**config.mk**
```make
export PLATFORM = sky130hd
export DESIGN_NAME = tt_stim_ctrl
export DESIGN_NICKNAME = d
export VERILOG_FILES = /design/src/rtl/tt_stim_pkg.sv /design/src/rtl/tt_stim_clkgen.sv /design/src/rtl/tt_stim_ctrl.sv
export SDC_FILE = /design/constraint.sdc
export NUM_CORES = 1
export LEC_CHECK = 0
export ABC_AREA = 1
export CELL_PAD_IN_SITES_DETAIL_PLACEMENT = 1
export CELL_PAD_IN_SITES_GLOBAL_PLACEMENT = 1
export CORE_ASPECT_RATIO = 2
export CORE_UTILIZATION = 38
export DETAILED_ROUTE_END_ITERATION = 8
export GPL_TIMING_DRIVEN = 0
export PLACE_DENSITY_LB_ADDON = 0.12
export SETUP_SLACK_MARGIN = 0.1
export SKIP_CTS_REPAIR_TIMING = 1
export SLEW_MARGIN = 5
export SYNTH_ARGS = -nofsm -noshare
export SYNTH_HDL_FRONTEND = slang
export SYNTH_SLANG_ARGS = --single-unit
```
**constraint.sdc**
```tcl
create_clock -name clk -period 1.85 [get_ports clk]
set_input_delay 0.185 -clock clk [delete_from_list [all_inputs] [get_ports clk]]
set_output_delay 0.185 -clock clk [all_outputs]
set_load 0.01 [all_outputs]
```
**src/rtl/tt_stim_pkg.sv**
```systemverilog
// Shared definitions for the Tiny Tapeout stimulus controller.
// Covers the host opcodes, the error byte, the FSM state encoding and the counter widths.
package tt_stim_pkg;

    localparam logic [7:0] OP_SET_UI      = 8'h01;
    localparam logic [7:0] OP_SET_UIO_OUT = 8'h02;
    localparam logic [7:0] OP_SET_UIO_OE  = 8'h03;
    localparam logic [7:0] OP_RST_ASSERT  = 8'h04;
    localparam logic [7:0] OP_RST_RELEASE = 8'h05;
    localparam logic [7:0] OP_STEP        = 8'h06;
    localparam logic [7:0] OP_READ_UO     = 8'h07;
    localparam logic [7:0] OP_READ_UIO    = 8'h08;

    localparam logic [7:0] ERR_BYTE = 8'hEE;

    localparam int HALF_W = 8;
    localparam int STEP_W = 9;

    typedef enum logic [2:0] {
        ST_IDLE    = 3'd0,
        ST_ARG     = 3'd1,
        ST_STEP_HI = 3'd2,
        ST_STEP_LO = 3'd3,
        ST_RESP    = 3'd4
    } state_t;

    function automatic logic needs_arg(input logic [7:0] op);
        return op inside {OP_SET_UI, OP_SET_UIO_OUT, OP_SET_UIO_OE, OP_STEP};
    endfunction

    // A requested count of zero stands for the full 256 pulses.
    function automatic logic [STEP_W-1:0] step_count(input logic [7:0] n);
        return (n == 8'd0) ? 9'd256 : {1'b0, n};
    endfunction

endpackage

```
**src/rtl/tt_stim_clkgen.sv**
```systemverilog
// Half-period and pulse counters for stepping the design clock.
// It flags each finished half period and the end of the last low phase.
module tt_stim_clkgen
    import tt_stim_pkg::*;
#(
    parameter int HALF_PER = 4
) (
    input  logic              clk,
    input  logic              rst_n,
    input  logic              load,
    input  logic [STEP_W-1:0] load_count,
    input  logic              run,
    input  logic              low_phase,
    output logic              half_done,
    output logic              done
);

    localparam logic [HALF_W-1:0] HALF_LAST = HALF_W'(HALF_PER - 1);

    logic [HALF_W-1:0] half_cnt;
    logic [STEP_W-1:0] step_cnt;

    assign half_done = run && (half_cnt == HALF_LAST);
    assign done      = half_done && low_phase && (step_cnt == 9'd1);

    always_ff @(posedge clk or negedge rst_n) begin
        if (!rst_n) begin
            half_cnt <= '0;
            step_cnt <= '0;
        end else if (load) begin
            half_cnt <= '0;
            step_cnt <= load_count;
        end else if (run) begin
            if (half_done) begin
                half_cnt <= '0;
                // A pulse is complete once its low half has elapsed.
                if (low_phase) begin
                    step_cnt <= step_cnt - 9'd1;
                end
            end else begin
                half_cnt <= half_cnt + 8'd1;
            end
        end
    end

endmodule

```
**src/rtl/tt_stim_ctrl.sv**
```systemverilog
// Host-command controller that drives a Tiny Tapeout design's pins, reset and stepped clock.
// Every byte-level output to the design and the host comes straight from a flop.
module tt_stim_ctrl
    import tt_stim_pkg::*;
#(
    parameter int HALF_PER = 4
) (
    input  logic       clk,
    input  logic       rst_n,
    input  logic [7:0] cmd_data,
    input  logic       cmd_valid,
    output logic       cmd_ready,
    output logic [7:0] rsp_data,
    output logic       rsp_valid,
    input  logic       rsp_ready,
    output logic [7:0] dut_ui_in,
    input  logic [7:0] dut_uo_out,
    input  logic [7:0] dut_uio_in,
    output logic [7:0] dut_uio_out,
    output logic [7:0] dut_uio_oe,
    output logic       dut_clk,
    output logic       dut_rst_n,
    output logic       busy,
    output logic [2:0] dbg_state
);

    // Both links transfer one byte on any clk edge where valid and ready are high together.
    // A source holds valid and data steady until that edge, and ready may be
    // asserted with no valid present without side effect.
    state_t     state, state_nx;
    logic [7:0] op_q;
    logic       cmd_fire, rsp_fire;
    logic       step_load, half_done, step_done;
    logic       step_run, step_low;

    assign cmd_fire  = cmd_valid && cmd_ready;
    assign rsp_fire  = rsp_valid && rsp_ready;
    assign busy      = (state != ST_IDLE);
    assign dbg_state = state;
    assign step_run  = (state == ST_STEP_HI) || (state == ST_STEP_LO);
    assign step_low  = (state == ST_STEP_LO);

    tt_stim_clkgen #(
        .HALF_PER(HALF_PER)
    ) u_clkgen (
        .clk        (clk),
        .rst_n      (rst_n),
        .load       (step_load),
        .load_count (step_count(cmd_data)),
        .run        (step_run),
        .low_phase  (step_low),
        .half_done  (half_done),
        .done       (step_done)
    );

    always_ff @(posedge clk or negedge rst_n) begin
        if (!rst_n) begin
            state <= ST_IDLE;
        end else begin
            state <= state_nx;
        end
    end

    always_comb begin
        state_nx  = state;
        step_load = 1'b0;
        case (state)
            ST_IDLE: begin
                if (cmd_fire) begin
                    if (needs_arg(cmd_data)) begin
                        state_nx = ST_ARG;
                    end else if (cmd_data == OP_RST_ASSERT || cmd_data == OP_RST_RELEASE) begin
                        state_nx = ST_IDLE;
                    end else begin
                        state_nx = ST_RESP;
                    end
                end
            end
            ST_ARG: begin
                if (cmd_fire) begin
                    if (op_q == OP_STEP) begin
                        state_nx  = ST_STEP_HI;
                        step_load = 1'b1;
                    end else begin
                        state_nx = ST_IDLE;
                    end
                end
            end
            ST_STEP_HI: begin
                if (half_done) state_nx = ST_STEP_LO;
            end
            ST_STEP_LO: begin
                if (step_done) begin
                    state_nx = ST_IDLE;
                end else if (half_done) begin
                    state_nx = ST_STEP_HI;
                end
            end
            ST_RESP: begin
                if (rsp_fire) state_nx = ST_IDLE;
            end
            default: state_nx = ST_IDLE;
        endcase
    end

    // Outputs follow the next state so they change on the same edge as the FSM.
    always_ff @(posedge clk or negedge rst_n) begin
        if (!rst_n) begin
            cmd_ready   <= 1'b0;
            rsp_valid   <= 1'b0;
            rsp_data    <= 8'h00;
            op_q        <= 8'h00;
            dut_clk     <= 1'b0;
            dut_rst_n   <= 1'b0;
            dut_ui_in   <= 8'h00;
            dut_uio_out <= 8'h00;
            dut_uio_oe  <= 8'h00;
        end else begin
            cmd_ready <= (state_nx == ST_IDLE) || (state_nx == ST_ARG);
            rsp_valid <= (state_nx == ST_RESP);
            dut_clk   <= (state_nx == ST_STEP_HI);

            if (state == ST_IDLE && cmd_fire) begin
                op_q <= cmd_data;
                case (cmd_data)
                    OP_RST_ASSERT:  dut_rst_n <= 1'b0;
                    OP_RST_RELEASE: dut_rst_n <= 1'b1;
                    OP_READ_UO:     rsp_data  <= dut_uo_out;
                    OP_READ_UIO:    rsp_data  <= dut_uio_in;
                    OP_SET_UI, OP_SET_UIO_OUT, OP_SET_UIO_OE, OP_STEP: ;
                    default:        rsp_data  <= ERR_BYTE;
                endcase
            end

            if (state == ST_ARG && cmd_fire) begin
                case (op_q)
                    OP_SET_UI:      dut_ui_in   <= cmd_data;
                    OP_SET_UIO_OUT: dut_uio_out <= cmd_data;
                    OP_SET_UIO_OE:  dut_uio_oe  <= cmd_data;
                    default: ;
                endcase
            end
        end
    end

endmodule

```
After elaboration in Yosys (flattened, before gate mapping)
Cells that the tools add are included.
{"block": "word_totals", "elab_cells": 85, "out_inout_bits": 40, "ff_bits": 64}
{"block": "op_classes", "n_bitwise": 1, "addsub": 2, "n_eq_ne": 21, "reduce_logical": 26, "mux": 23}
{"operator": "2-to-1 mux 9 bit", "n": 5}
{"operator": "== test 8 x 2 -> 1 bit, second input constant", "n": 5}
{"operator": "== test 8 x 3 -> 1 bit, second input constant", "n": 5}
{"operator": "2-to-1 mux 3 bit", "n": 8}
{"operator": "2-to-1 mux 8 bit", "n": 3}
{"operator": "case mux 8 bit (3 select lines)", "n": 1}
{"operator": "== test 8 x 1 -> 1 bit, second input constant", "n": 2}
{"operator": "case mux 3 bit (5 select lines)", "n": 1}
{"operator": "AND reduction 2 bit", "n": 5}
{"operator": "== test 3 x 2 -> 1 bit, second input constant", "n": 3}
{"operator": "== test 9 x 1 -> 1 bit, second input constant", "n": 1}
{"operator": "subtractor 9 x 1 -> 9 bit, second input constant", "n": 1}
{"operator": "adder 8 x 1 -> 8 bit, second input constant", "n": 1}
{"operator": "== test 8 x 4 -> 1 bit, second input constant", "n": 1}
{"operator": "zero test 8 bit", "n": 1}
{"operator": "nonzero test 2 bit", "n": 4}
{"operator": "logical AND 1 bit", "n": 7}
{"operator": "== test 3 x 1 -> 1 bit, second input constant", "n": 2}
{"operator": "== test 3 bit, second input constant", "n": 2}
{"operator": "zero test 3 bit", "n": 2}
{"operator": "OR reduction 6 bit", "n": 1}
{"operator": "nonzero test 4 bit", "n": 1}
{"operator": "logical OR 1 bit", "n": 3}
{"operator": "2-to-1 mux 1 bit", "n": 3}
{"operator": "other kinds (5)", "n": 5}

Depth between registers and ports, before layout
{"block": "depth", "word_depth": 9, "mapped_depth": 10, "ltp_nobuf": 10}

Modules after synthesis
A second synthesis with hierarchy kept.
{"block": "unflattened", "cells_unflattened": 432, "hier_area_um2": 3459.6}
{"mod": "tt_stim_ctrl", "cells_each": 261, "area_per_inst_um2": 2273.4, "instances": 1}
{"mod": "tt_stim_clkgen", "cells_each": 171, "area_per_inst_um2": 1186.1, "instances": 1}

Worst setup path after synthesis
OpenSTA, ideal clock, no wires.
{"block": "synth_timing", "path_type": "register -> register", "startpoint": "register state[0] (netlist: dbg_state[0])", "endpoint": "register rsp_data[1]", "slack_ns": 0.442, "stages_incl_launch_ff": 8, "path_buffers": 1, "arrival_time_ns": 1.292, "setup_ns": 0.116, "path_cell_list": "dfrtp_1 > nor2_1 > nand2_1 > nor2_4 > nand2_1 > buf_4 > nand2_1 > nand2_1"}
{"block": "synth_between", "elab_chain_len": 3}
{"element": "start, declared", "line": "tt_stim_ctrl.sv:30", "source": "state_t state, state_nx;"}
{"element": "start signal, assigned", "line": "tt_stim_ctrl.sv:60", "source": "state <= state_nx;"}
{"element": "zero test 3 bit", "line": "tt_stim_ctrl.sv:123", "source": "if (state == ST_IDLE && cmd_fire) begin"}
{"element": "logical AND 1 bit", "line": "tt_stim_ctrl.sv:123"}
{"element": "AND reduction 2 bit (no source line)"}
{"element": "end signal, assigned", "line": "tt_stim_ctrl.sv:128", "source": "OP_READ_UO: rsp_data <= dut_uo_out;"}
{"element": "end signal, assigned", "line": "tt_stim_ctrl.sv:129", "source": "OP_READ_UIO: rsp_data <= dut_uio_in;"}
{"element": "end, declared", "line": "tt_stim_ctrl.sv:13", "source": "output logic [7:0] rsp_data,"}
No other way between the ends.
A chain may end at the register's enable or synchronous reset.

Final worst setup path
{"block": "layout_timing", "startpoint": "register u_clkgen.half_cnt[0]", "endpoint": "register u_clkgen.step_cnt[7]"}
{"block": "layout_between", "elab_chain_len": 4}
{"element": "start, declared", "line": "tt_stim_clkgen.sv:20", "source": "logic [HALF_W-1:0] half_cnt;"}
{"element": "start signal, assigned", "line": "tt_stim_clkgen.sv:41", "source": "half_cnt <= half_cnt + 8'd1;"}
{"element": "== test 8 x 2 -> 1 bit", "line": "tt_stim_clkgen.sv:23", "source": "assign half_done = run && (half_cnt == HALF_LAST);"}
{"element": "logical AND 1 bit", "line": "tt_stim_clkgen.sv:23"}
{"element": "nonzero test 2 bit (no source line)"}
{"element": "AND reduction 3 bit (no source line)"}
{"element": "end signal, assigned", "line": "tt_stim_clkgen.sv:32", "source": "step_cnt <= load_count;"}
{"element": "end signal, assigned", "line": "tt_stim_clkgen.sv:38", "source": "step_cnt <= step_cnt - 9'd1;"}
{"element": "end, declared", "line": "tt_stim_clkgen.sv:21", "source": "logic [STEP_W-1:0] step_cnt;"}
No other way between the ends.

==> metrics.yaml <==
run_status:
  status: "finished with violations"
  violations: "negative hold slack"
critical_path:
  path_max_fanout: 5
  crit_buf_inv: 1
  end_kind: "flip-flop"
  cp.arrival_ps: 1860
  critPathMaxStageDelay_ps: 380
  worstPathCellList: "ha_1 -> nand2_1 -> nor2_2 -> nand2_1 -> clkinv_1 -> nand2_1 -> nand3_1 -> nand3_1"
  crit_top_cell: "nand2_1"
  cp-start-kind: "flip-flop"
  critPathTopFamily: "simple AND/OR/NAND/NOR gates"
  path_class: "reg -> reg"
  required_ps: 2060
  cp_slowest_cell: "dfrtp_1"
finish:
  multi_input_area_um2: 1498
  seq_area_um2: 1604
  fill_cells: 1047
  diodes: 0
  nets: 517
  syn_to_final_growth_pct: 32.25
  fin_area_um2: 4413
  drive_gt1_share_pct: 12.42
synthesis:
  yosysWarningCount: 0
  async_reset_ff_share_pct: 100.0
  synth_nets: 442
  synth.avg_cell_area_um2: 8.119
  synth_ff_type: "dfrtp_1"
  syn_area_um2: 3337
  yosysUniqueCellTypes: 30
  synth_edf_count: 0
  yosys_register_bits: 64
  ys_seq_area_share_pct: 47.99
  syn_inst: 411
die:
  die_width_um: 68.26
  row_count: 48
  die_y_um: 134.5
  design.portCount: 68
  coreArea_um2: 8588
  dieArea_um2: 9183
  start_util_pct: 38.85
route:
  initialDrtViolationCount: 105
  drc: 0
  ant_nets: 0
  num_vias: 3085
  wirelength_um: 9805
  dr.pass1.iters: 5
  wl_per_cell_um: 16.59
  vias_per_cell: 5.220
pwr:
  seq_power_share_pct: 42.9
  switchingPower_mw: 0.7278
  power.share.clock_pct: 53.3
  p_comb_share_pct: 3.8
  internal_power_mw: 2.536
  swShare_pct: 22.30
  power.leakage_nw: 2.054
  power.density_nw_per_um2: 739.5
  ir_drop_uv: 579.6
global_route:
  grt_usage_pct: 24.16
  grt_pass1_vias: 3385
  grt_pass1_wl_um: 16190
  antenna_found_initial: 0
  grt_start_max_net_pins: 65
  grt_overflow: 0
timing:
  max_freq_ghz: 0.6086
  min_period_ps: 1643
  whs_ps: -54.02
  hold_violations: 64
  drv_slew: 0
  rsz0062_at_grt: "yes"
  post-route-period-util_pct: 88.81
  tightestPinTransition_ps: 854.9
  tns_ps: 0
  finalSetupViolCount: 0
  slew_headroom_pct: 43.01
  fin_worst_skew_ps: 3.355
clocking:
  path_clk_slew_ps: 60
  cts_buffer_depth: 2
  clock_latency_ps: 330
  numCtsBuffers: 9
  cts.sinks: 64
  cts_root_buffer: "clkbuf_16"
  cts_tree: "yes"
  h-tree-depth: 3
job:
  maxCapViolations: 0
placement:
  placed_cell_area_um2: 4100
  port_buffers: 64
  gp_congestion: 0.8007
  dp_hpwl_um: 7261
worst_hold_path:
  min_path_type: "in -> async"
## through the flow
| stage | hold WS (ps) | util, % | total power [mW] | setup WS, ps | cells |
|---|---|---|---|---|---|
| 2_1_floorplan | -110.6 | - | 1.458 | 441.8 | 411 |
| 5_1_grt | 24.64 | 51.38 | 3.374 | 84.74 | 591 |
| 4_1_cts | -1.630 | 51.33 | 3.310 | -45.73 | 591 |
| 3_5_place_dp | 358.0 | 47.74 | 1.554 | -62.57 | 575 |
| 3_3_place_gp | 468.1 | 47.77 | 1.554 | -1672 | 575 |
| 6_report | -54.02 | 51.38 | 3.264 | 206.9 | 591 |
## layout make-up
class	count	share of cell area, %
plain buffers	13	1.815
clock inverters	6	1.559
multi-input cells	292	33.94
inverters	42	3.572
repair buffers	64	14.52
well taps	100	2.835
clock buffers	10	5.415
flip-flops and latches	64	36.35
## state kept, by name, summed over array words and instances (netlist names), 3 cells and up
signal and count:
u_clkgen.step_cnt 9, op_q 8, dut_uio_out 8, dut_uio_oe 8
dut_ui_in 8, u_clkgen.half_cnt 8, dbg_state 3, rsp_data 8
## worst reg2reg max path, cell delays in order, from the launching register on
cell and delay (ps):
dfrtp_1 380, ha_1 240, nand2_1 110, nor2_2 240
nand2_1 200, clkinv_1 160, nand2_1 70, nand3_1 60
nand3_1 70
## Yosys cell counts, types with 2 or more instances
cell type	number	area (um2)
a21oi_1	3	15.01
buf_2	9	45.04
buf_6	2	22.52
dfrtp_1	64	1602
ha_1	3	37.54
inv_1	33	123.9
inv_2	8	30.03
nand2_1	120	450.4
nand2_2	3	18.77
nand3_1	46	230.2
nand3_2	3	30.03
nand3_4	2	35.03
nand4_1	13	81.33
nand4_4	2	42.54
nor2_1	31	116.4
nor2_2	3	18.77
nor2_4	2	22.52
nor3_4	3	48.80
o211ai_1	6	45.04
o21a_1	4	30.03
o21ai_0	17	85.08
o21ai_1	24	120.1
xor2_1	3	26.28
## cells in the final DEF, fill, tap and decap left out, drive strengths merged
master | netlist | routed
dfrtp | 64 | 64
o211ai | 6 | 6
nand4 | 15 | 15
clkinvlp | 0 | 1
dlymetal6s2s | 0 | 1
buf | 12 | 13
inv | 41 | 41
nand2 | 123 | 123
clkinv | 1 | 5
ha | 3 | 3
bufinv | 0 | 1
clkbuf | 1 | 11
o21ai | 42 | 42
clkdlybuf4s50 | 0 | 62
nand3 | 51 | 51
xor2 | 3 | 3
o21a | 4 | 4
a21oi | 3 | 3
nor3 | 5 | 5
nor2 | 37 | 37
## routing by layer
metal / up-vias / GRT usage [%] / share of wire (%)
li1: 1492 / - / -
met4: 0 / 9.838 / 2.5
met3: 19 / 5.405 / 3.4
met1: 1524 / 24.81 / 36
met2: 50 / 44.44 / 58
met5: - / 0 / 0
## power groups by stage
stage	clock [mW]	sequential [mW]	combinational [mW]
2_1_floorplan	0	1.43	0.0318
3_3_place_gp	0	1.43	0.128
3_5_place_dp	0	1.43	0.129
4_1_cts	1.78	1.40	0.129
5_1_grt	1.83	1.40	0.140
6_report	1.74	1.40	0.125
## logic make-up after synthesis
group	synth area share, %
AND/OR/NAND/NOR	33.86
flip-flops	47.99
buffers and inverters	7.124
AO/OA/AOI/OAI	9.111
adder cells (fa/ha/maj)	1.125
XOR/XNOR	0.7875
## final timing paths
kind	start	endpoint	slack [ps]	cells past startpoint
hold reg to reg	dut_uio_oe[6]	dut_uio_oe[6]	480	2
hold / removal	rst_n	dbg_state[0]	-50	1
setup / recovery	u_clkgen.half_cnt[0]	u_clkgen.step_cnt[7]	210	8
min in group clk	cmd_data[3]	op_q[3]	210	3
setup reg to reg	u_clkgen.half_cnt[0]	u_clkgen.step_cnt[7]	210	8
max in group asynchronous	rst_n	dbg_state[2]	1310	1
(Power assumes the default switching activity.)
